<file path="src/rtl/spiflash_target.sv">
// spiflash_target: SPI NOR flash responder backed by a synchronous byte memory.
// Decodes command/address/dummy phases sampled on flash_clk rises and returns
// read data in single (0x03/0x0B), dual (0x3B) or quad (0x6B) mode.
// All flash_* inputs share the clk domain, so edges are found by comparing
// against the previous clk sample; no synchronizers.
// Ports:
//   clk, resetn            system clock, async active-low reset
//   flash_csb, flash_clk   chip select (low active), SPI mode-0 clock
//   flash_ioN_di/do/oe     pad in / out / output enable, N = 0..3
//   mem_rd, mem_addr       one-cycle read strobe and address (combinational)
//   mem_rdata              read data, valid exactly one clk after mem_rd
//   busy, last_cmd         command in progress, last decoded opcode
module spiflash_target #(
  parameter int ADDR_BITS  = 24,
  parameter int DUMMY_CLKS = 8
) (
  input  logic                 clk,
  input  logic                 resetn,
  input  logic                 flash_csb,
  input  logic                 flash_clk,
  input  logic                 flash_io0_di,
  input  logic                 flash_io1_di,
  input  logic                 flash_io2_di,
  input  logic                 flash_io3_di,
  output logic                 flash_io0_do,
  output logic                 flash_io1_do,
  output logic                 flash_io2_do,
  output logic                 flash_io3_do,
  output logic                 flash_io0_oe,
  output logic                 flash_io1_oe,
  output logic                 flash_io2_oe,
  output logic                 flash_io3_oe,
  output logic                 mem_rd,
  output logic [ADDR_BITS-1:0] mem_addr,
  input  logic [7:0]           mem_rdata,
  output logic                 busy,
  output logic [7:0]           last_cmd
);

  typedef enum logic [2:0] {IDLE, CMD, ADDR, DUMMY, DATA, IGNORE} state_e;
  localparam logic [1:0] M_SINGLE = 2'd0, M_DUAL = 2'd1, M_QUAD = 2'd2;

  state_e               state_q, state_d;
  logic [7:0]           cnt_q, cnt_d;
  logic [6:0]           cmd_q, cmd_d;         // previous 7 opcode bits
  logic [ADDR_BITS-2:0] addr_q, addr_d;       // previous ADDR_BITS-1 address bits
  logic [ADDR_BITS-1:0] rd_addr_q, rd_addr_d; // address of the most recent read
  logic [7:0]           last_cmd_q, last_cmd_d;
  logic                 busy_q, busy_d;
  logic [1:0]           mode_q, mode_d;
  logic                 dum_q, dum_d;
  logic [7:0]           sr_q, sr_d, nbuf_q, nbuf_d;
  logic [3:0]           bcnt_q, bcnt_d;       // bits already shifted out of sr
  logic                 rd_pend_q, rd_pend_d, first_q, first_d, slot_q, slot_d;
  logic                 clk_q, clk_d, csb_q, csb_d;
  logic                 rise, csb_fall;
  logic [3:0]           step, nb;
  logic [7:0]           cmd_byte;
  logic                 unused_io;

  assign unused_io = ^{flash_io1_di, flash_io2_di, flash_io3_di};
  assign busy      = busy_q;
  assign last_cmd  = last_cmd_q;

  always_comb begin
    rise     = flash_clk & ~clk_q & ~flash_csb;
    csb_fall = csb_q & ~flash_csb;
    cmd_byte = {cmd_q, flash_io0_di};
    case (mode_q)
      M_SINGLE: step = 4'd1;
      M_DUAL:   step = 4'd2;
      default:  step = 4'd4;
    endcase
    nb = bcnt_q + step;

    state_d    = state_q;
    cnt_d      = cnt_q;
    cmd_d      = cmd_q;
    addr_d     = addr_q;
    rd_addr_d  = rd_addr_q;
    last_cmd_d = last_cmd_q;
    busy_d     = busy_q;
    mode_d     = mode_q;
    dum_d      = dum_q;
    sr_d       = sr_q;
    bcnt_d     = bcnt_q;
    nbuf_d     = rd_pend_q ? mem_rdata : nbuf_q;
    rd_pend_d  = 1'b0;
    first_d    = first_q;
    // only rises seen while already in DATA consume a bit group
    slot_d     = rise && (state_q == DATA);
    clk_d      = flash_clk;
    csb_d      = flash_csb;
    mem_rd     = 1'b0;
    mem_addr   = rd_addr_q;

    case (state_q)
      IDLE: if (csb_fall) begin
        state_d = CMD;
        cnt_d   = '0;
      end
      CMD: if (rise) begin
        cmd_d = cmd_byte[6:0];
        cnt_d = cnt_q + 8'd1;
        if (cnt_q == 8'd7) begin
          last_cmd_d = cmd_byte;
          busy_d     = 1'b1;
          cnt_d      = '0;
          state_d    = ADDR;
          case (cmd_byte)
            8'h03:   begin mode_d = M_SINGLE; dum_d = 1'b0; end
            8'h0B:   begin mode_d = M_SINGLE; dum_d = (DUMMY_CLKS > 0); end
            8'h3B:   begin mode_d = M_DUAL;   dum_d = (DUMMY_CLKS > 0); end
            8'h6B:   begin mode_d = M_QUAD;   dum_d = (DUMMY_CLKS > 0); end
            default: state_d = IGNORE;
          endcase
        end
      end
      ADDR: if (rise) begin
        addr_d = {addr_q[ADDR_BITS-3:0], flash_io0_di};
        cnt_d  = cnt_q + 8'd1;
        if (cnt_q == 8'(ADDR_BITS-1)) begin
          mem_rd    = 1'b1;
          mem_addr  = {addr_q, flash_io0_di};
          rd_addr_d = {addr_q, flash_io0_di};
          rd_pend_d = 1'b1;
          cnt_d     = '0;
          if (dum_q) state_d = DUMMY;
          else begin
            state_d = DATA;
            first_d = 1'b1;
          end
        end
      end
      DUMMY: if (rise) begin
        cnt_d = cnt_q + 8'd1;
        if (cnt_q == 8'(DUMMY_CLKS-1)) begin
          state_d = DATA;
          first_d = 1'b1;
          cnt_d   = '0;
        end
      end
      DATA: begin
        if (first_q) begin
          // no dummy: data is arriving this cycle; with dummy it was parked in nbuf
          sr_d    = rd_pend_q ? mem_rdata : nbuf_q;
          bcnt_d  = '0;
          first_d = 1'b0;
        end else if (slot_q) begin
          if (nb == 4'd8) begin
            sr_d   = nbuf_q;
            bcnt_d = '0;
          end else begin
            sr_d   = sr_q << step;
            bcnt_d = nb;
          end
          // prefetch one slot ahead so nbuf is full before the byte runs out
          if (nb == 4'd8 - step) begin
            mem_rd    = 1'b1;
            mem_addr  = rd_addr_q + 1'b1;
            rd_addr_d = rd_addr_q + 1'b1;
            rd_pend_d = 1'b1;
          end
        end
      end
      default: ;
    endcase

    if (flash_csb) begin
      state_d   = IDLE;
      busy_d    = 1'b0;
      cnt_d     = '0;
      bcnt_d    = '0;
      first_d   = 1'b0;
      rd_pend_d = 1'b0;
      slot_d    = 1'b0;
      mem_rd    = 1'b0;
    end
  end

  always_comb begin
    {flash_io3_oe, flash_io2_oe, flash_io1_oe, flash_io0_oe} = 4'b0000;
    {flash_io3_do, flash_io2_do, flash_io1_do, flash_io0_do} = 4'b0000;
    if (state_q == DATA && !first_q) begin
      case (mode_q)
        M_SINGLE: begin
          flash_io1_oe = 1'b1;
          flash_io1_do = sr_q[7];
        end
        M_DUAL: begin
          {flash_io1_oe, flash_io0_oe} = 2'b11;
          {flash_io1_do, flash_io0_do} = sr_q[7:6];
        end
        M_QUAD: begin
          {flash_io3_oe, flash_io2_oe, flash_io1_oe, flash_io0_oe} = 4'b1111;
          {flash_io3_do, flash_io2_do, flash_io1_do, flash_io0_do} = sr_q[7:4];
        end
        default: ;
      endcase
    end
  end

  always_ff @(posedge clk or negedge resetn) begin
    if (!resetn) begin
      state_q    <= IDLE;
      cnt_q      <= '0;
      cmd_q      <= '0;
      addr_q     <= '0;
      rd_addr_q  <= '0;
      last_cmd_q <= '0;
      busy_q     <= 1'b0;
      mode_q     <= M_SINGLE;
      dum_q      <= 1'b0;
      sr_q       <= '0;
      nbuf_q     <= '0;
      bcnt_q     <= '0;
      rd_pend_q  <= 1'b0;
      first_q    <= 1'b0;
      slot_q     <= 1'b0;
      clk_q      <= 1'b0;
      // a low reset value means csb already low at reset release is not a start
      csb_q      <= 1'b0;
    end else begin
      state_q    <= state_d;
      cnt_q      <= cnt_d;
      cmd_q      <= cmd_d;
      addr_q     <= addr_d;
      rd_addr_q  <= rd_addr_d;
      last_cmd_q <= last_cmd_d;
      busy_q     <= busy_d;
      mode_q     <= mode_d;
      dum_q      <= dum_d;
      sr_q       <= sr_d;
      nbuf_q     <= nbuf_d;
      bcnt_q     <= bcnt_d;
      rd_pend_q  <= rd_pend_d;
      first_q    <= first_d;
      slot_q     <= slot_d;
      clk_q      <= clk_d;
      csb_q      <= csb_d;
    end
  end

endmodule
</file>
<file path="config.mk">
export PLATFORM = sky130hd
export DESIGN_NAME = spiflash_target
export DESIGN_NICKNAME = d
export VERILOG_FILES = /design/src/rtl/spiflash_target.sv
export SDC_FILE = /design/constraint.sdc
export NUM_CORES = 1
export LEC_CHECK = 0
export ABC_CLOCK_PERIOD_IN_PS = 3900
export BUFFER_PORTS_ARGS = -buffer_cell sky130_fd_sc_hd__clkbuf_2
export CELL_PAD_IN_SITES_DETAIL_PLACEMENT = 1
export CELL_PAD_IN_SITES_GLOBAL_PLACEMENT = 1
export CORE_MARGIN = 1
export CORE_UTILIZATION = 42
export CTS_CLUSTER_DIAMETER = 120
export CTS_CLUSTER_SIZE = 12
export DETAILED_ROUTE_END_ITERATION = 8
export PLACE_DENSITY_LB_ADDON = 0.3
export SLEW_MARGIN = 10
export SYNTH_ARGS = -nofsm -noshare
export SYNTH_HDL_FRONTEND = slang
export SYNTH_SLANG_ARGS = --single-unit
</file>
<file path="constraint.sdc">
create_clock -name clk -period 3.9 [get_ports clk]
set_clock_uncertainty 0.2 [all_clocks]
set_input_delay 0.78 -clock clk [delete_from_list [all_inputs] [get_ports clk]]
set_output_delay 0.78 -clock clk [all_outputs]
set_load 0.005 [all_outputs]
</file>
# [Word-level counts from Yosys, hierarchy flattened]
# Cells that the tools add are included.
# W data, S select, Z words.
[classes] add_sub_neg=4 eq_ne=23 shift=1 muxes=67 bitwise_logic=5 n_reduce_logical=34
[ops] cell="$mux W24" n=5
[ops] cell="$mux W8" n=10
[ops] cell="$pmux W24 S2" n=1
[ops] cell="$mux W3" n=10
[ops] cell="$mux W1" n=27
[ops] cell="$add A24 B1 Y24 const B" n=1
[ops] cell="$ne A3 B3 Y1 const B" n=8
[ops] cell="$pmux W8 S3" n=1
[ops] cell="$mux W4" n=5
[ops] cell="$pmux W3 S4" n=1
[ops] cell="$reduce_and A4 Y1" n=3
[ops] cell="$reduce_bool A2 Y1" n=6
[ops] cell="$add A8 B1 Y8 const B" n=1
[ops] cell="$eq A8 B2 Y1 const B" n=1
[ops] cell="$eq A8 B3 Y1 const B" n=1
[ops] cell="$eq A8 B4 Y1 const B" n=1
[ops] cell="$eq A8 B5 Y1 const B" n=1
[ops] cell="$eq A8 B6 Y1 const B" n=1
[ops] cell="$eq A8 B7 Y1 const B" n=1
[ops] cell="$pmux W1 S2" n=4
[ops] cell="$reduce_and A2 Y1" n=4
[ops] cell="$reduce_and A8 Y1" n=1
[ops] cell="$reduce_bool A4 Y1" n=2
[ops] cell="$reduce_or A2 Y1" n=4
[ops] cell="26 further kinds" n=34
[totals] ff_bits=102 in_bits=16 word_cells=151

# [Logic depth before layout (Yosys ltp)]
[depth] depth_word=9 depth_mapped=12 mapped_depth_nobuf=10

# [Worst setup path before layout]
# No wires, ideal clock.
[synth_path] path_kind="register -> output" start="reg mode_q[1]" end="out mem_addr[20]" arrival_time_ns=2.819 path_slack_ns=0.101 path_stages_with_launch=12 cell_sequence="dfrtp_1 > inv_1 > ha_1 > buf_2 > xor2_1 > ha_1 > xnor2_1 > mux2i_1 > nand4_1 > a211oi_1 > mux2_2 > nand3_1"
[synth_between] elab_chain_cells=8 elab_cells_between_ends=10 cone_classes="add/sub (2); eq/ne (2); mux (5); reduce/logical (1)"
[synth_lines] element="from (decl)" line_no="50" source="logic [1:0] mode_q, mode_d;"
[synth_lines] element="from (signal assigned)" line_no="231" source="mode_q <= mode_d;"
[synth_lines] element="$eq A2 B1 Y1 / $logic_not A2 Y1 (equally long branches)" line_no="69" source="case (mode_q)"
[synth_lines] element="$pmux W3 S2 (*)" line_no="69"
[synth_lines] element="$add A4 B4 Y4 / $sub A4 B4 Y4 (equally long branches)" line_no="74, 158"
[synth_lines] element="$eq A4 B4 Y1 (*)" line_no="158" source="if (nb == 4'd8 - step) begin"
[synth_lines] element="$mux W24 (*)" line_no="158"
[synth_lines] element="$mux W24 (*)" line_no="149" source="end else if (slot_q) begin"
[synth_lines] element="$mux W24 (*)" line_no="144" source="if (first_q) begin"
[synth_lines] element="$pmux W24 S2 (*)"
[synth_lines] element="to (decl)" line_no="34" source="output logic [ADDR_BITS-1:0] mem_addr,"
# Mark *: on every way between the ends. The rest lies on a longest branch, timed or not.

# [Worst setup path after layout]
[layout_path] start="reg mode_q[0]" end="out mem_addr[7]"
# Same word-level chain as after synthesis.

==> impl_metrics.csv <==
group,metric,value,unit
pwr,max-vdd-ir-drop,0.349,mV
cells_and_area,fin_nets,699,
critical_path,start_kind,"flop",
hold_path,hold_path_class,"in2async",
timing,tightest_slew,1050,ps
cells_and_area,drive_gt1_frac,0.341,
synthesis,ys_seq_area_frac,0.448,
drt,drt_wl_total,17.2,mm
placed_design,dp_hpwl,11.3,mm
placed_design,place.gp.congestion,0.901,
outcome,violations,"setup timing",
outcome,status,"finished with violations",
global_route,track_usage,0.249,
synthesis,synth_top_area_frac,0.448,
critical_path,slowest_stage,"dfrtp_1",
synthesis,syn_area_per_cell,9.73,µm²
global_route,met3_usage,0.0463,
timing,fmax,236,MHz
critical_path,cp.depth,13,
critical_path,endpoint_kind,"output port",
timing,worst_slack,-344,ps
timing,post-route-min-period,4240,ps
floorplan,coreArea,0.0132,mm²
synthesis,muxShareOfSynthArea,0.117,
cells_and_area,n_fill_cell,1489,
critical_path,path_max_fanout,8,
synthesis,synth.distinct_cells,66,
cells_and_area,syn2layout_area_growth,24.9,%
synthesis,yosys.area.top_type,"dfrtp_1",
floorplan,die_y,119,µm
synthesis,yosysWarnings,0,
drt,vias_per_cell,6.00,
drt,vias,5121,
pwr,leakage,3.33,nW
global_route,antenna_found_initial,0,
floorplan,dieArea,0.0140,mm²
placed_design,port_buffers,54,
global_route,grt-busiest-layer,"met2",
critical_path,crit_required,2920,ps
global_route,grt_util_met1,0.317,
floorplan,fp.dieW,119,µm
timing,rsz0062_at_grt,"true",
synthesis,synth_area,0.00570,mm²
global_route,grt_pass1_vias,5441,
cts,cts_hold_buf,0,
critical_path,cp.arrival,3260,ps
synthesis,synth_edf_count,0,
cells_and_area,n_antenna_cell,0,
critical_path,r2r_start,"mode_q[0]",
critical_path,r2r_slack,690,ps
timing,setup_violations,24,
timing,slew_viol_final,0,
floorplan,num_rows,42,
synthesis,synth-async-reset-ratio,1.00,
global_route,grt_pass1_wl,27.6,mm
synthesis,synth-compound-area-share,0.153,
placed_design,dpl_worst_slack,-108,ps
synthesis,synth_top_family_by_area,"simple AND/OR/NAND/NOR gates",
critical_path,path_class,"reg2out",
synthesis,synth_simple_gate_area_frac,0.203,
drt,drt-initial-drc-count,354,
drt,first_pass_iters,5,
drt,post_drt_wl_per_cell,20.2,µm
cts,cts_buffers,9,
critical_path,r2r-end,"rd_addr_q[7]",
cts,clock_sinks,102,
drt,post-route-drc-count,0,
synthesis,yosysMostFrequentCell,"dfrtp_1",
critical_path,crit_path_start,"mode_q[0]",
run,cap_violations,0,
cts,root_buffer,"clkbuf_16",
synthesis,ys.flop_type,"dfrtp_1",
critical_path,max_stage_delay,410,ps
global_route,overflow,0,
global_route,grt_max_degree,60,
critical_path,path_buf_inv,4,
synthesis,syn-instance-count,586,
synthesis,synthAdderAreaFrac,0.0241,
synthesis,syn_nets,613,
cts,h-tree-depth,3,
timing,slew-limit-headroom,0.297,
critical_path,crit_family,"buffers and inverters",
cts,clock_path_buffers,2,
drt,ant_nets,0,
cts,cts_tree,"yes",
critical_path,r2r_cells,13,
pwr,p_per_area,398,mW/mm²
global_route,use_met2,0.418,
timing,fin_crit_sh,1.09,
synthesis,synth-xor-area-share,0.0123,
timing,hold_violations,0,
cts,clk_latency,370,ps
floorplan,initial_core_util,0.430,
floorplan,ios,58,
synthesis,ys_ff_latch,102,
critical_path,crit_path_cell_trace,"buf_6 -> ha_4 -> xor2_4 -> ha_4 -> xnor2_4 -> mux2i_4 -> buf_4 -> nand3_4 -> a21o_4 -> buf_4 -> o311ai_2 -> nand3_1 -> clkbuf_2",
synthesis,synth_common_cells,"dfrtp_1 (102), mux2_2 (45), nand2_1 (45), a21oi_1 (40), nor2_1 (37)",
timing,whs,224,ps
synthesis,synth.area.top_cells,"dfrtp_1 (45%), mux2_2 (8.9%), a21oi_1 (3.5%)",
cts,clk_pin_slew_worst_paths,80,ps
[sequential cells by signal (all words and copies together) (netlist names)]
signal and flops:
rd_addr_q 24, addr_q 23, cnt_q 8, last_cmd 8, nbuf_q 8, sr_q 8, cmd_q 7, bcnt_q 4
state_q 3, mode_q 2, busy 1, clk_q 1, csb_q 1, dum_q 1, first_q 1, rd_pend_q 1
slot_q 1
[how the worst max path moves through the flow]
stage              endpoint
5_1_grt         mem_addr[7]
2_1_floorplan  mem_addr[20]
6_report        mem_addr[7]
3_5_place_dp    mem_addr[4]
4_1_cts        mem_addr[20]
3_3_place_gp    mem_addr[4]
[metrics by stage]
step / util / TNS, ps / power [mW] / area (µm²) / std cells
global route: 0.538 / -7570 / 2.97 / 7120 / 853
detailed placement: 0.476 / -664 / 1.81 / 6310 / 816
CTS: 0.522 / -2590 / 2.80 / 6920 / 846
finish: 0.538 / -5280 / 2.84 / 7120 / 853
global placement: 0.476 / -63.5 / 1.78 / 6310 / 816
floorplan: - / 0 / 1.58 / 5700 / 586
[area by class of cell]
type	instances	area, µm²	share of cell area
multi-input combinational	432	3240	0.455
sequential	102	2550	0.358
timing repair buffer	112	747	0.105
clock buffer	10	229	0.0322
tap	176	220	0.0309
clock inverter	6	73.8	0.0104
inverter	15	56.3	0.00791
[power breakdown]
part	total (mW)	internal (mW)	leakage, nW	switching (mW)
sequential	1.34	1.17	1.32	0.165
combinational	0.546	0.254	1.86	0.292
clock	0.954	0.510	0.149	0.444
[cells in the final DEF, fill, tap and decap left out, types with 5 or more instances in the layout]
cell type and n:
nand4_1 11, a21oi_1 35, or3_1 5, nand3_2 9
nor3_1 15, o211ai_1 7, buf_4 51, mux2i_1 14
nand3_1 21, o21ai_0 20, and3_1 25, nor2_1 37
clkbuf_16 9, buf_6 7, a22oi_1 10, mux2_2 44
nand2b_1 6, nor4_1 6, clkbuf_2 49, ha_1 7
inv_6 5, nand2_1 44, inv_1 13, dfrtp_1 102
[timing repair]
item	4_1_cts	5_1_grt
endpoints found under the setup margin	25	25
gates resized for setup	47	29
pin swaps	9	7
buffers inserted	13	6
gates cloned	1	1
endpoints found under the hold margin	0	0
[worst register-to-register path, cell delays in order (launching register included)]
cell      delay (ps)
dfrtp_1          410
buf_6            130
ha_4             170
xor2_4           160
ha_4             280
xnor2_4          160
mux2i_4          290
buf_4            160
nand3_4           90
a21o_4           260
buf_4            150
o311ai_2         300
nand3_1          180
buf_4            170
[kinds of logic after synthesis]
group	Yosys count
flops	102
compound gates	131
xor+xnor	8
mux	61
simple gates	220
fa+ha+maj	11
buf+inv	53
[metal layers]
metal | share of wire | up-vias
li1 | - | 2346
met1 | 0.43 | 2611
met2 | 0.51 | 128
met3 | 0.043 | 36
met4 | 0.025 | 0
met5 | 0 | -
Note: power is estimated with default switching activity, not from simulation.
